==> config.mk <==
export PLATFORM = sky130hd
export DESIGN_NAME = c3lib_ckinv_pol_ctl_flat
export DESIGN_NICKNAME = d
export VERILOG_FILES = /design/src/rtl/c3lib_ckinv_pol_ctl_pkg.sv /design/src/rtl/c3lib_ckinv_pol_ctl_if.sv /design/src/rtl/c3lib_ckinv_pol_ctl_dcnt.sv /design/src/rtl/c3lib_ckinv_pol_ctl.sv /design/src/flat_wrapper.sv
export SDC_FILE = /design/constraint.sdc
export NUM_CORES = 1
export LEC_CHECK = 0
export CAP_MARGIN = 15
export CORE_AREA = 2 2 39 41
export CTS_BUF_LIST = sky130_fd_sc_hd__clkbuf_8
export CTS_CLUSTER_DIAMETER = 120
export DETAILED_ROUTE_END_ITERATION = 10
export DIE_AREA = 0 0 41 43
export PLACE_DENSITY = 0.68
export SLEW_MARGIN = 20
export SYNTH_ARGS = -nofsm -noshare
export SYNTH_HDL_FRONTEND = slang
export SYNTH_SLANG_ARGS = --single-unit
==> constraint.sdc <==
create_clock -name clk -period 2.2 [get_ports clk]
set_input_delay 0.33 -clock clk [delete_from_list [all_inputs] [get_ports clk]]
set_output_delay 0.33 -clock clk [all_outputs]
set_load 0.01 [all_outputs]
==> src/rtl/c3lib_ckinv_pol_ctl_pkg.sv <==
// Shared types and helpers for the c3lib clock-switch controllers.
package c3lib_ckctl_pkg;

    typedef enum logic [2:0] {
        INIT   = 3'd0,
        IDLE   = 3'd1,
        GATE   = 3'd2,
        SWITCH = 3'd3,
        UNGATE = 3'd4
    } ckpol_state_e;

    // Counter width able to hold (max(a,b,c) - 1), never narrower than 1 bit.
    function automatic int cnt_width(input int a, input int b, input int c);
        int m;
        m = a;
        if (b > m) m = b;
        if (c > m) m = c;
        return (m <= 2) ? 1 : $clog2(m);
    endfunction

endpackage

==> src/rtl/c3lib_ckinv_pol_ctl_if.sv <==
// Control/status bundle between a polarity requester and the polarity controller.
interface c3lib_ckinv_pol_ctl_if;

    logic tgt_inv;
    logic sw_hold;
    logic ck_en;
    logic ck_inv_sel;
    logic busy;
    logic sw_done;

    modport master (
        output tgt_inv, sw_hold,
        input  ck_en, ck_inv_sel, busy, sw_done
    );

    modport slave (
        input  tgt_inv, sw_hold,
        output ck_en, ck_inv_sel, busy, sw_done
    );

endinterface

==> src/rtl/c3lib_ckinv_pol_ctl_dcnt.sv <==
// Loadable down-counter with a zero flag; saturates at zero.
module c3lib_ckctl_dcnt #(
    parameter int             W       = 2,
    parameter logic [W-1:0]   RST_VAL = '0
) (
    input  logic         clk,
    input  logic         rst_n,
    input  logic         load,
    input  logic         dec,
    input  logic [W-1:0] load_val,
    output logic         zero
);

    logic [W-1:0] cnt;

    // Load has priority over decrement; never wraps below zero.
    always_ff @(posedge clk or negedge rst_n) begin
        if (!rst_n) begin
            cnt <= RST_VAL;
        end else if (load) begin
            cnt <= load_val;
        end else if (dec && (cnt != '0)) begin
            cnt <= cnt - 1'b1;
        end
    end

    assign zero = (cnt == '0);

endmodule

==> src/rtl/c3lib_ckinv_pol_ctl.sv <==
// Glitch-free polarity sequencer for a true/inverted clock pair: gate off,
// flip the mux select, let the path settle, then re-enable the clock gate.
//
// state  | meaning
// -------+-----------------------------------------------------------
// INIT   | post-reset wait, clock gated, UNGATE_CYC cycles
// IDLE   | clock running, watching for a polarity request
// GATE   | clock gated, select still old, GATE_CYC cycles
// SWITCH | select flipped, clock still gated, SETTLE_CYC cycles
// UNGATE | clock re-enabled, still busy, UNGATE_CYC cycles
module c3lib_ckinv_pol_ctl
    import c3lib_ckctl_pkg::*;
#(
    parameter int   GATE_CYC   = 4,
    parameter int   SETTLE_CYC = 2,
    parameter int   UNGATE_CYC = 4,
    parameter logic RST_INV    = 1'b0
) (
    input  logic                  clk,
    input  logic                  rst_n,
    c3lib_ckinv_pol_ctl_if.slave  bus
);

    localparam int CNT_W = cnt_width(GATE_CYC, SETTLE_CYC, UNGATE_CYC);

    localparam logic [CNT_W-1:0] GATE_LD   = CNT_W'(GATE_CYC - 1);
    localparam logic [CNT_W-1:0] SETTLE_LD = CNT_W'(SETTLE_CYC - 1);
    localparam logic [CNT_W-1:0] UNGATE_LD = CNT_W'(UNGATE_CYC - 1);

    ckpol_state_e     state, state_nxt;
    logic             ck_en_q, ck_en_nxt;
    logic             sel_q, sel_nxt;
    logic             busy_q, busy_nxt;
    logic             done_q, done_nxt;
    logic             tgt_lat, tgt_lat_nxt;
    logic             cnt_load;
    logic [CNT_W-1:0] cnt_val;
    logic             cnt_dec;
    logic             cnt_zero;
    logic             start;

    assign start   = (bus.tgt_inv != sel_q) && !bus.sw_hold;
    assign cnt_dec = (state != IDLE);

    c3lib_ckctl_dcnt #(
        .W       (CNT_W),
        .RST_VAL (UNGATE_LD)
    ) u_dcnt (
        .clk      (clk),
        .rst_n    (rst_n),
        .load     (cnt_load),
        .dec      (cnt_dec),
        .load_val (cnt_val),
        .zero     (cnt_zero)
    );

    // State and registered outputs; reset gates the clock off immediately.
    always_ff @(posedge clk or negedge rst_n) begin
        if (!rst_n) begin
            state   <= INIT;
            ck_en_q <= 1'b0;
            sel_q   <= RST_INV;
            busy_q  <= 1'b1;
            done_q  <= 1'b0;
            tgt_lat <= RST_INV;
        end else begin
            state   <= state_nxt;
            ck_en_q <= ck_en_nxt;
            sel_q   <= sel_nxt;
            busy_q  <= busy_nxt;
            done_q  <= done_nxt;
            tgt_lat <= tgt_lat_nxt;
        end
    end

    // Next-state: each timed state exits when its counter reaches zero.
    always_comb begin
        state_nxt = state;
        case (state)
            INIT:    if (cnt_zero) state_nxt = IDLE;
            IDLE:    if (start)    state_nxt = GATE;
            GATE:    if (cnt_zero) state_nxt = SWITCH;
            SWITCH:  if (cnt_zero) state_nxt = UNGATE;
            UNGATE:  if (cnt_zero) state_nxt = IDLE;
            default: state_nxt = INIT;
        endcase
    end

    // Output next-values and counter loads; select and enable never move together.
    always_comb begin
        ck_en_nxt   = ck_en_q;
        sel_nxt     = sel_q;
        busy_nxt    = busy_q;
        done_nxt    = 1'b0;
        tgt_lat_nxt = tgt_lat;
        cnt_load    = 1'b0;
        cnt_val     = '0;
        case (state)
            INIT: begin
                if (cnt_zero) begin
                    ck_en_nxt = 1'b1;
                    busy_nxt  = 1'b0;
                end
            end
            IDLE: begin
                if (start) begin
                    tgt_lat_nxt = bus.tgt_inv;
                    ck_en_nxt   = 1'b0;
                    busy_nxt    = 1'b1;
                    cnt_load    = 1'b1;
                    cnt_val     = GATE_LD;
                end
            end
            GATE: begin
                if (cnt_zero) begin
                    sel_nxt  = tgt_lat;
                    cnt_load = 1'b1;
                    cnt_val  = SETTLE_LD;
                end
            end
            SWITCH: begin
                if (cnt_zero) begin
                    ck_en_nxt = 1'b1;
                    cnt_load  = 1'b1;
                    cnt_val   = UNGATE_LD;
                end
            end
            UNGATE: begin
                if (cnt_zero) begin
                    busy_nxt = 1'b0;
                    done_nxt = 1'b1;
                end
            end
            default: begin
                ck_en_nxt = 1'b0;
                busy_nxt  = 1'b1;
                cnt_load  = 1'b1;
                cnt_val   = UNGATE_LD;
            end
        endcase
    end

    assign bus.ck_en      = ck_en_q;
    assign bus.ck_inv_sel = sel_q;
    assign bus.busy       = busy_q;
    assign bus.sw_done    = done_q;

endmodule

==> src/flat_wrapper.sv <==
// flat-port wrapper written by rule: the top's interface ports become plain ports
module c3lib_ckinv_pol_ctl_flat import c3lib_ckctl_pkg::*;
#(
    parameter int   GATE_CYC   = 4,
    parameter int   SETTLE_CYC = 2,
    parameter int   UNGATE_CYC = 4,
    parameter logic RST_INV    = 1'b0
)
  (clk, rst_n, bus_tgt_inv, bus_sw_hold, bus_ck_en, bus_ck_inv_sel, bus_busy, bus_sw_done);
  c3lib_ckinv_pol_ctl_if bus_i ();
  input  logic clk;
  input  logic rst_n;
  input wire logic [$bits(bus_i.tgt_inv)-1:0] bus_tgt_inv;
  input wire logic [$bits(bus_i.sw_hold)-1:0] bus_sw_hold;
  output wire logic [$bits(bus_i.ck_en)-1:0] bus_ck_en;
  output wire logic [$bits(bus_i.ck_inv_sel)-1:0] bus_ck_inv_sel;
  output wire logic [$bits(bus_i.busy)-1:0] bus_busy;
  output wire logic [$bits(bus_i.sw_done)-1:0] bus_sw_done;
  assign bus_i.tgt_inv = bus_tgt_inv;
  assign bus_i.sw_hold = bus_sw_hold;
  assign bus_ck_en = bus_i.ck_en;
  assign bus_ck_inv_sel = bus_i.ck_inv_sel;
  assign bus_busy = bus_i.busy;
  assign bus_sw_done = bus_i.sw_done;
  c3lib_ckinv_pol_ctl #(.GATE_CYC(GATE_CYC), .SETTLE_CYC(SETTLE_CYC), .UNGATE_CYC(UNGATE_CYC), .RST_INV(RST_INV)) u_core (.clk(clk), .rst_n(rst_n), .bus(bus_i));
endmodule
==> results.md, run 1 <==
* final worst path period share: 77.18%
* Max Cap Violations: 0
* Distinct cells, synth: 33
* Clock H-tree levels: 1
* number of clock buffers inserted by TritonCTS: 3
* sum of net half-perimeters after detailed placement: 826.4 um
* mean instance size in the synthesized netlist: 10.26 um^2
* number of instances in the synthesized netlist: 59
* Final Routed Wirelength: 1137 um
* Worst VDD drop: 634.8 uV
* worst min-delay path class: primary input to asynchronous set/reset pin
* Synth Net Count: 64
* critical path launch point type: flop
* power per cell area: 1485 nW/um^2
* Hold Vio Cnt, Final: 0
* Leakage Power: 0.3119 nW
* library cell with the highest instance count after synthesis: sky130_fd_sc_hd__dfrtp_1
* CP Data Arrival Time: 1.82 ns
* horizontal die dimension: 41 um
* GRT Total Usage: 15.62%
* number of buffer cells added on primary ports: 7
* first-pass GRT wire length: 1807 um
* post-placement worst setup slack: 0.4374 ns
* clock slew seen by the registers of the worst setup and hold paths: 0.05 ns
* routed length per placed instance: 13.87 um
* total inserted antenna cells: 0
* buffer count from post-CTS setup fixing: 0
* Chip Height: 43 um
* vias per inst: 5.659
* number of synthesis warnings: 0
* hold buffer count at CTS: 0
* first drt pass iteration count: 4
* setup repair after global routing missed its margin: false
* Total Nets Final: 72
* PostCTS Resize Cnt: 0
* CP Data Required Time: 2.32 ns
* async set-or-reset flop fraction in the synthesized netlist: 100.0%
* leftover overflow at the end of global routing: 0
* mapped cell area: 605.6 um^2
* Worst Slack Setup Final: 0.5020 ns
* remaining antenna violation count: 0
* clock latency reported for the late side of the worst-skew pair: 0.23 ns
* worst-case clock buffer depth: 2
* initial cell density of the core: 43.76%
* maximum clock skew at final layout: 0.003323 ns
* total via count in the routed design: 464
* number of rows in the core area: 14
* Commonest cells post-synth: sky130_fd_sc_hd__dfrtp_1 (7), sky130_fd_sc_hd__inv_1 (5), sky130_fd_sc_hd__nor2b_1 (4)
* number of global-route vias before repair: 405
* area inside the core boundary: 1384 um^2
* leading area contributor after synthesis: sky130_fd_sc_hd__dfrtp_1
* element type at the critical path end: flop
* share of Yosys cell area claimed by the top area cell type: 28.93%
* primary flip-flop cell chosen by synthesis mapping: sky130_fd_sc_hd__dfrtp_1
* total of endpoints with negative setup slack in the final report: 0
* count of clock tree sinks: 10
* utilization after layout: 51.18%
* io pins: 8
* EDFF count, synth: 0
* final RePlAce weighted congestion: 0.6915
* setup TNS: 0 ns
* relative area change from synthesis to final layout: 16.94%
* Tightest Pin Transition: 0.4552 ns
* TritonCTS clock tree: built
* buffer type at the clock tree root: sky130_fd_sc_hd__clkbuf_8
* type of the setup path with the least slack: flop to flop
* pin count of the biggest net entering global routing: 13
* fraction of layout instances using a drive strength above 1: 18.18%
* DRC violation count after routing: 0
* top area cells in the synthesized netlist: sky130_fd_sc_hd__dfrtp_1 (29%), sky130_fd_sc_hd__dfstp_2 (13%), sky130_fd_sc_hd__nor2b_1 (4.1%), sky130_fd_sc_hd__buf_6 (3.7%), sky130_fd_sc_hd__inv_1 (3.1%)
* total die area: 1763 um^2
* Relative slew margins: 69.56%
* sequential fraction of the synthesis area: 41.94%
* maximum clock rate: 588.9 MHz
* outcome: complete, no violations
* final critical delay including setup and external delays: 1.698 ns
* Synth Register Bits: 10
* highest fanout seen on the critical path: 12
* antenna violations before repair: 0
* Final Slew Violations: 0
* DRT iter0 DRCs: 9
-- layer usage --
| layer | global-route usage [%] | vias to the layer above | wire, um |
|---|---|---|---|
| met1 | 20.60 | 231 | 515 |
| li1 | - | 222 | - |
| met5 | 0 | - | 0 |
| met3 | 9.424 | 0 | 77 |
| met4 | 2.000 | 0 | 0 |
| met2 | 22.19 | 11 | 544 |
-- state kept, by name, summed over array words and instances (netlist names) --
register and cells:
u_core.tgt_lat 1, u_core.u_dcnt.cnt 2, u_core.bus.sw_done 1, u_core.bus.ck_inv_sel 1, u_core.bus.busy 1, u_core.bus.ck_en 1
u_core.state 3
-- worst paths after layout --
kind	startpoint	end	slack [ns]	cells past startpoint
worst max-delay path	u_core.u_dcnt.cnt[0]	u_core.bus.ck_inv_sel	0.50	5
worst min-delay path	rst_n	u_core.bus.ck_en	0.42	1
worst max register to register	u_core.u_dcnt.cnt[0]	u_core.bus.ck_inv_sel	0.50	5
worst min register to register	u_core.bus.busy	u_core.bus.busy	0.50	2
max in group asynchronous	rst_n	u_core.bus.busy	1.44	1
min in group clk	u_core.bus.busy	u_core.bus.busy	0.50	2
-- layout by cell type (no fill, tap or decap), drive strengths merged, types with 2 or more instances in the layout --
cell type and instances:
nor2 3, dfrtp 7, o21a 2, nor2b 4
nand2b 2, nand3 2, a21oi 2, mux2 2
nand2 2, o21ai 2, a211o 2, nor3 3
clkbuf 3, dfstp 3, clkdlybuf4s50 7, inv 6
-- power by group --
part | total (W) | switching [W] | internal [W]
Sequential | 0.000392 | 0.000108 | 0.000283
Combinational | 0.000471 | 0.000219 | 0.000252
Clock | 0.000189 | 0.0000676 | 0.000122
-- cell families (layout without fill, tap and decap cells) --
family                   Yosys count  after routing  share of synthesized area, %
AND/OR/NAND/NOR                   21             21                         21.90
AO/OA/AOI/OAI                     14             14                         17.15
flip-flops                        10             10                         41.94
buffers and inverters              9             16                         8.471
XOR/XNOR                           2              2                         4.133
multiplexers                       2              2                         4.338
adder cells (fa/ha/maj)            1              1                         2.066
-- layout make-up --
type                       instances  area, um^2
timing repair buffer               7       70.07
clock buffer                       3       41.29
multi-input combinational         40       300.3
fill                             123       675.6
inverter                           5       18.77
tap                               16       20.02
clock inverter                     1       3.754
sequential                        10       254.0
-- worst max-delay path: stages (launching register included) --
cell,delay [ns]
sky130_fd_sc_hd__dfstp_2,0.54
sky130_fd_sc_hd__inv_1,0.06
sky130_fd_sc_hd__ha_1,0.32
sky130_fd_sc_hd__nor2b_1,0.20
sky130_fd_sc_hd__and3b_1,0.21
sky130_fd_sc_hd__mux2_2,0.26
-- stage by stage --
stage | hold WS [ns] | cells | instance area [um^2] | total power [W]
3_3_place_gp | 0.4949 | 78 | 663.1 | 0.0008555
6_report | 0.4156 | 82 | 708.2 | 0.001052
2_1_floorplan | 0.03441 | 59 | 605.6 | 0.0007614
3_5_place_dp | 0.4917 | 78 | 663.1 | 0.0008684
5_1_grt | 0.4614 | 82 | 708.2 | 0.001139
4_1_cts | 0.4344 | 82 | 708.2 | 0.001065
Note: power is estimated with default switching activity, not from simulation.
==> run 2: changes to the inputs <==
clock period = 1.6 ns   (was 2.2 ns; I/O delays follow)
==> run 2 against run 1 <==
Compared with the run above: non-clock buffer count grew 6; largest cell class unchanged; critical path type is now flop to primary output; power rose by 56%; clock skew fell by 0.0019 ns.
==> results.md, run 2 (synthesized netlist as in run 1, its figures left out) <==
* maximum clock skew at final layout: 0.001470 ns, was 0.003323 ns
* CP max-delay cell: sky130_fd_sc_hd__dfstp_2, unchanged
* total inserted antenna cells: 0, unchanged
* critical path, cell by cell: clkdlybuf4s50_1, was inv_1 -> ha_1 -> nor2b_1 -> and3b_1 -> mux2_2
* worst r2r path cells: 5, unchanged
* clock slew seen by the registers of the worst setup and hold paths: 0.05 ns, about the same
* type of the setup path with the least slack: flop to primary output, was flop to flop
* number of flip-flops in the largest register: 3, unchanged
* maximum clock rate: 642.8 MHz
* worst-case clock buffer depth: 2, unchanged
* Tightest Pin Transition: 0.4632 ns, was 0.4552 ns
* GRT Total Usage: 18.24%, was 15.62%
* register-to-register setup slack: 0.05 ns, was 0.50 ns
* most frequent cells in the layout: sky130_fd_sc_hd__clkdlybuf4s50_1 (7), sky130_fd_sc_hd__dfrtp_1 (7), sky130_fd_sc_hd__buf_4 (6), sky130_fd_sc_hd__inv_1 (5), was sky130_fd_sc_hd__clkdlybuf4s50_1 (7), sky130_fd_sc_hd__dfrtp_1 (7), sky130_fd_sc_hd__inv_1 (6), sky130_fd_sc_hd__nor2b_1 (4)
* Total Nets Final: 78, was 72
* utilization after layout: 55.88%, was 51.18%
* Tot Pwr: 0.001642 W, was 0.001052 W
* number of clock buffers inserted by TritonCTS: 3, unchanged
* count of clock tree sinks: 10, unchanged
* power per cell area: 2124 nW/um^2, was 1485 nW/um^2
* total via count in the routed design: 476, was 464
* biggest regs: u_core.state: 3 flops, u_core.u_dcnt.cnt: 2 flops, unchanged
* fill cell instance count of the final layout: 138, was 123
* Chip Height: 43 um, unchanged
* final worst path period share: 97.24%
* setup repair after global routing missed its margin: false, unchanged
* antenna violations before repair: 0, unchanged
* hold buffer count at CTS: 0, unchanged
* Final Slew Violations: 0, unchanged
* number of cells on the critical path: 1, was 5
* final RePlAce weighted congestion: 0.7980, was 0.6915
* outcome: complete, no violations, unchanged
* CP Data Arrival Time: 1.32 ns, was 1.82 ns
* routed length per placed instance: 14.23 um, was 13.87 um
* DRT iter0 DRCs: 8, was 9
* total die area: 1763 um^2, unchanged
* first drt pass iteration count: 5, was 4
* critical path launch point type: flop, unchanged
* vias per inst: 5.409, was 5.659
* total of endpoints with negative setup slack in the final report: 0, unchanged
* startpoint of the worst setup timing path: u_core.bus.busy, was u_core.u_dcnt.cnt[0]
* fraction of layout instances using a drive strength above 1: 29.17%, was 18.18%
* pin count of the biggest net entering global routing: 13, unchanged
* number of rows in the core area: 14, unchanged
* crit path capture: bus_busy, was u_core.bus.ck_inv_sel
* footprint of the multi-input gates: 310.3 um^2, was 300.3 um^2
* Clock H-tree levels: 1, unchanged
* Max Cap Violations: 0, unchanged
* CP Data Required Time: 1.36 ns, was 2.32 ns
* sum of net half-perimeters after detailed placement: 891.6 um, was 826.4 um
* remaining antenna violation count: 0, unchanged
* element type at the critical path end: primary output, was flop
* Leakage Power: 0.3442 nW, was 0.3119 nW
* area inside the core boundary: 1384 um^2, unchanged
* area used by sequential logic in the layout: 254.0 um^2, unchanged
* Worst VDD drop: 861.7 uV, was 634.8 uV
* buffer type at the clock tree root: sky130_fd_sc_hd__clkbuf_8, unchanged
* final critical delay including setup and external delays: 1.556 ns
* relative area change from synthesis to final layout: 27.69%, was 16.94%
* io pins: 8, unchanged
* Relative slew margins: 69.00%, was 69.56%
* initial cell density of the core: 43.76%, unchanged
* number of global-route vias before repair: 479, was 405
* register with the highest flop count: u_core.state, unchanged
* category of cells accounting for the largest share of critical-path delay: flip-flops, unchanged
* TritonCTS clock tree: built, unchanged
* Hold Vio Cnt, Final: 0, unchanged
* horizontal die dimension: 41 um, unchanged
* Reg2Reg Launch Point: u_core.u_dcnt.cnt[0], unchanged
* leftover overflow at the end of global routing: 0, unchanged
* R2R Path End: u_core.bus.ck_inv_sel, unchanged
* clock latency reported for the late side of the worst-skew pair: 0.24 ns, was 0.23 ns
* Worst Path Buf+Inv: 1, unchanged
* DRC violation count after routing: 0, unchanged
* CP peak stage delay: 0.55 ns, was 0.54 ns
* number of buffer cells added on primary ports: 7, unchanged
* Final Routed Wirelength: 1252 um, was 1137 um
* worst min-delay path class: primary input to asynchronous set/reset pin, unchanged
* first-pass GRT wire length: 2090 um, was 1807 um
* highest fanout seen on the critical path: 3, was 12
-- run 2: how the worst min path moves through the flow --
stage                          startpoint               end  slack, ns  cells past startpoint
after floorplan                     rst_n  u_core.bus.ck_en      -0.06                      0
after global placement    u_core.bus.busy   u_core.bus.busy       0.49                      2
after detailed placement  u_core.bus.busy   u_core.bus.busy       0.49                      2
after CTS                           rst_n   u_core.state[0]       0.34                      1
after global routing                rst_n   u_core.state[1]       0.36                      1
final                               rst_n   u_core.state[0]       0.32                      1
-- run 2: repair_timing --
item,4_1_cts,5_1_grt
hold endpoints to repair,0,0
cloned,0,0
gates resized for setup,1,1
setup endpoints to repair,1,1
buffers inserted,0,0
-- run 2: final cells by class --
class / instances / area share [%]
multi-input combinational: 40 / 40.13
sequential: 10 / 32.85
timing repair buffer: 13 / 14.89
clock buffer: 4 / 7.120
tap: 16 / 2.589
inverter: 5 / 2.427
-- run 2: metal layers --
layer / wire length (um) / global-route usage [%] / vias to the layer above / part of all wire, %
met2: 590 / 24.69 / 11 / 47
met3: 72 / 6.283 / 2 / 5.8
met4: 23 / 12.00 / 0 / 1.8
met1: 564 / 23.51 / 228 / 45
met5: 0 / 0 / - / 0
li1: - / - / 235 / -
-- run 2: where the power goes --
group | internal (W) | switching, W | total (W) | leakage (nW)
combinational | 0.000442 | 0.000372 | 0.000814 | 0.197
clock | 0.000217 | 0.000108 | 0.000326 | 0.0288
sequential | 0.000390 | 0.000113 | 0.000503 | 0.118
total | 0.00105 | 0.000594 | 0.00164 | 0.344
-- run 2: metrics by stage --
| stage | setup TNS [ns] | area, um^2 | setup WS, ns | hold WS, ns | std cells |
|---|---|---|---|---|---|
| finish | 0 | 773.2 | 0.04422 | 0.3224 | 88 |
| global route | 0 | 773.2 | 0.002499 | 0.3579 | 88 |
| global placement | 0 | 708.2 | 0.02257 | 0.4867 | 84 |
| CTS | 0 | 765.7 | 0.03661 | 0.3369 | 88 |
| floorplan | 0 | 605.6 | 0.04128 | -0.05559 | 59 |
| detailed placement | -0.001062 | 708.2 | -0.001062 | 0.4925 | 84 |
==> run 3: changes to the inputs <==
ABC_AREA = 1   (was not set)
CTS_BUF_LIST = not set   (was sky130_fd_sc_hd__clkbuf_8)
PLACE_DENSITY = 0.65   (was 0.68)
==> run 3 against run 2 <==
Compared with the run above: sequential cell count is the same; critical path depth grew 7; global-route usage shrank 3.7 points; routed wire length shrank 19%; highest routed layer unchanged; synthesized cell count grew 31%; clock power shrank 44%; power shrank 13%; die area is the same; fmax grew 7.4%; sequential share of layout area grew 3.7 points; final cell count grew 18%.
==> results.md, run 3 <==
* outcome: complete, no violations, unchanged
* first-pass GRT wire length: 1725 um, was 2090 um
* remaining antenna violation count: 0, unchanged
* Tightest Pin Transition: 0.4567 ns, was 0.4632 ns
* critical path, cell by cell: inv_1 -> ha_1 -> nand3_1 -> inv_2 -> nor2_2 -> nand3_1 -> nand2_1 -> nand2_1, was clkdlybuf4s50_1
* top area cells in the synthesized netlist: sky130_fd_sc_hd__dfrtp_1 (30%), sky130_fd_sc_hd__nand2_1 (14%), sky130_fd_sc_hd__dfstp_2 (14%), sky130_fd_sc_hd__nand3_1 (7.8%), sky130_fd_sc_hd__inv_1 (4.6%), was sky130_fd_sc_hd__dfrtp_1 (29%), sky130_fd_sc_hd__dfstp_2 (13%), sky130_fd_sc_hd__nor2b_1 (4.1%), sky130_fd_sc_hd__buf_6 (3.7%), sky130_fd_sc_hd__inv_1 (3.1%)
* Synth Register Bits: 10, unchanged
* buffer type at the clock tree root: sky130_fd_sc_hd__clkbuf_4, was sky130_fd_sc_hd__clkbuf_8
* Relative slew margins: 69.46%, was 69.00%
* count of clock tree sinks: 10, unchanged
* fraction of layout instances using a drive strength above 1: 20.45%, was 29.17%
* library cell with the highest instance count after synthesis: sky130_fd_sc_hd__nand2_1, was sky130_fd_sc_hd__dfrtp_1
* final hold slack: 0.2873 ns, was 0.3224 ns
* Final Routed Wirelength: 1016 um, was 1252 um
* share of Yosys cell area claimed by the top area cell type: 30.43%, was 28.93%
* worst-case clock buffer depth: 2, unchanged
* grt met2 use: 18.13%, was 24.69%
* category of cells accounting for the largest share of critical-path delay: flip-flops, unchanged
* final critical delay including setup and external delays: 1.449 ns, was 1.556 ns
* area inside the core boundary: 1384 um^2, unchanged
* leading area contributor after synthesis: sky130_fd_sc_hd__dfrtp_1, unchanged
* mean instance size in the synthesized netlist: 7.475 um^2, was 10.26 um^2
* total inserted antenna cells: 0, unchanged
* Distinct cells, synth: 16, was 33
* Hold Vio Cnt, Final: 0, unchanged
* hold buffer count at CTS: 0, unchanged
* sequential fraction of the synthesis area: 44.13%, was 41.94%
* vias per inst: 4.846, was 5.409
* final worst path period share: 90.54%, was 97.24%
* TritonCTS clock tree: built, unchanged
* CP Data Arrival Time: 1.64 ns, was 1.32 ns
* number of flip-flops in the largest register: 3, unchanged
* setup TNS: 0 ns, unchanged
* total die area: 1763 um^2, unchanged
* register with the highest flop count: u_core.state, unchanged
* most common library cell in the layout ignoring fill and taps: sky130_fd_sc_hd__nand2_1
* EDFF count, synth: 0, unchanged
* maximum clock skew at final layout: 0.006359 ns, was 0.001470 ns
* critical path launch point type: flop, unchanged
* PostCTS Resize Cnt: 0, was 1
* Total Nets Final: 94, was 78
* CP Data Required Time: 1.80 ns, was 1.36 ns
* worst min-delay path class: primary input to asynchronous set/reset pin, unchanged
* number of buffer cells added on primary ports: 7, unchanged
* pin count of the biggest net entering global routing: 11, was 13
* biggest regs: u_core.state: 3 flops, u_core.u_dcnt.cnt: 2 flops, unchanged
* sum of net half-perimeters after detailed placement: 772.5 um, was 891.6 um
* met3 track demand over resource in global routing: 4.712%, was 6.283%
* clock latency reported for the late side of the worst-skew pair: 0.27 ns, was 0.24 ns
* initial cell density of the core: 41.59%, was 43.76%
* element type at the critical path end: flop, was primary output
* maximum clock rate: 690.3 MHz, was 642.8 MHz
* number of clock buffers inserted by TritonCTS: 3, unchanged
* number of synthesis warnings: 0, unchanged
* DRT iter0 DRCs: 20, was 8
* GR peak layer: met1, was met2
* most frequent cells in the layout: sky130_fd_sc_hd__nand2_1 (22), sky130_fd_sc_hd__nand3_1 (9), sky130_fd_sc_hd__inv_1 (7), sky130_fd_sc_hd__dfrtp_1 (7), was sky130_fd_sc_hd__clkdlybuf4s50_1 (7), sky130_fd_sc_hd__dfrtp_1 (7), sky130_fd_sc_hd__buf_4 (6), sky130_fd_sc_hd__inv_1 (5)
* async set-or-reset flop fraction in the synthesized netlist: 100.0%, unchanged
* relative area change from synthesis to final layout: 20.65%, was 27.69%
* Worst VDD drop: 817.9 uV, was 861.7 uV
* routed length per placed instance: 9.769 um, was 14.23 um
* power per cell area: 2049 nW/um^2, was 2124 nW/um^2
* Clock H-tree levels: 1, unchanged
* clock slew seen by the registers of the worst setup and hold paths: 0.07 ns, was 0.05 ns
* first drt pass iteration count: 4, was 5
* leftover overflow at the end of global routing: 0, unchanged
* mapped cell area: 575.6 um^2, was 605.6 um^2
* number of rows in the core area: 14, unchanged
* Worst Path Buf+Inv: 2, was 1
* final RePlAce weighted congestion: 0.8384, was 0.7980
* number of global-route vias before repair: 418, was 479
* DRC violation count after routing: 0, unchanged
* horizontal die dimension: 41 um, unchanged
* setup repair after global routing missed its margin: false, unchanged
* total of endpoints with negative setup slack in the final report: 0, unchanged
* GR Util met1: 22.26%, was 23.51%
* primary flip-flop cell chosen by synthesis mapping: sky130_fd_sc_hd__dfrtp_1, unchanged
* GRT Total Usage: 14.50%, was 18.24%
* total via count in the routed design: 504, was 476
* Chip Height: 43 um, unchanged
* fill cell instance count of the final layout: 134, was 138
* CP max-delay cell: sky130_fd_sc_hd__dfstp_2, unchanged
* highest fanout seen on the critical path: 6, was 3
* Leakage Power: 0.3745 nW, was 0.3442 nW
* io pins: 8, unchanged
* Commonest cells post-synth: sky130_fd_sc_hd__nand2_1 (22), sky130_fd_sc_hd__nand3_1 (9), sky130_fd_sc_hd__dfrtp_1 (7), sky130_fd_sc_hd__inv_1 (7), was sky130_fd_sc_hd__dfrtp_1 (7), sky130_fd_sc_hd__inv_1 (5), sky130_fd_sc_hd__nor2b_1 (4)
* type of the setup path with the least slack: flop to flop, was flop to primary output
* Max Cap Violations: 0, unchanged
* Final Slew Violations: 0, unchanged
* CP peak stage delay: 0.54 ns, was 0.55 ns
* buffer count from post-CTS setup fixing: 0, unchanged
* number of instances in the synthesized netlist: 77, was 59
* Synth Net Count: 82, was 64
* antenna violations before repair: 0, unchanged
[run 3: report_power, final]
part           internal [W]  switching (W)
registers          0.000393      0.0000962
logic              0.000303       0.000447
clock network     0.0000964      0.0000878
[run 3: stage by stage]
step / setup WS [ns] / std cells / power (W) / area (um^2) / util [%]
after floorplan: 0.2827 / 77 / 0.001065 / 575.6 / -
after global placement: 0.1764 / 100 / 0.001248 / 665.6 / 48.10
after detailed placement: 0.1665 / 100 / 0.001252 / 665.6 / 48.10
after CTS: 0.03182 / 104 / 0.001443 / 691.9 / 50.00
after global routing: 0.01099 / 104 / 0.001593 / 694.4 / 50.18
final: 0.1514 / 104 / 0.001423 / 694.4 / 50.18
[run 3: layout make-up]
class                           count  area (um^2)  area share (%)
Multi-Input combinational cell     54        272.8           39.28
Sequential cell                    10        254.0           36.58
Timing Repair Buffer                7        72.57           10.45
Inverter                           13        48.80           7.027
Clock buffer                        4        26.28           3.784
Tap cell                           16        20.02           2.883
[run 3: final timing paths]
| path | startpoint | to | slack [ns] | depth (start not counted) |
|---|---|---|---|---|
| min reg2reg | u_core.bus.busy | u_core.bus.busy | 0.47 | 2 |
| max | u_core.u_dcnt.cnt[0] | u_core.u_dcnt.cnt[1] | 0.15 | 8 |
| max reg2reg | u_core.u_dcnt.cnt[0] | u_core.u_dcnt.cnt[1] | 0.15 | 8 |
| min | rst_n | u_core.bus.ck_en | 0.29 | 1 |
| min in group clk | u_core.bus.busy | u_core.bus.busy | 0.47 | 2 |
| max in group asynchronous | rst_n | u_core.u_dcnt.cnt[1] | 0.97 | 1 |
[run 3: cell families (layout without fill, tap and decap cells)]
group                      after synthesis  count (layout)  share of synthesized area, %
adders and majority gates                1               1                         2.174
AOI/OAI and AO/OA                        6               6                         6.088
and+or+nand+nor                         47              47                         39.13
DFF                                     10              10                         44.13
buffers and inverters                   13              24                         8.479
[run 3: per-layer routing]
metal	wire, um	vias up
li1	-	271
met1	543	220
met2	401	11
met3	55	2
met4	17	0
met5	0	-
[run 3: worst reg2reg max path: cells and delay by family (launching register included)]
kind | cells | cell delay [ns]
adders and majority gates | 1 | 0.28
buffers and inverters | 2 | 0.10
DFF | 1 | 0.54
and+or+nand+nor | 5 | 0.48
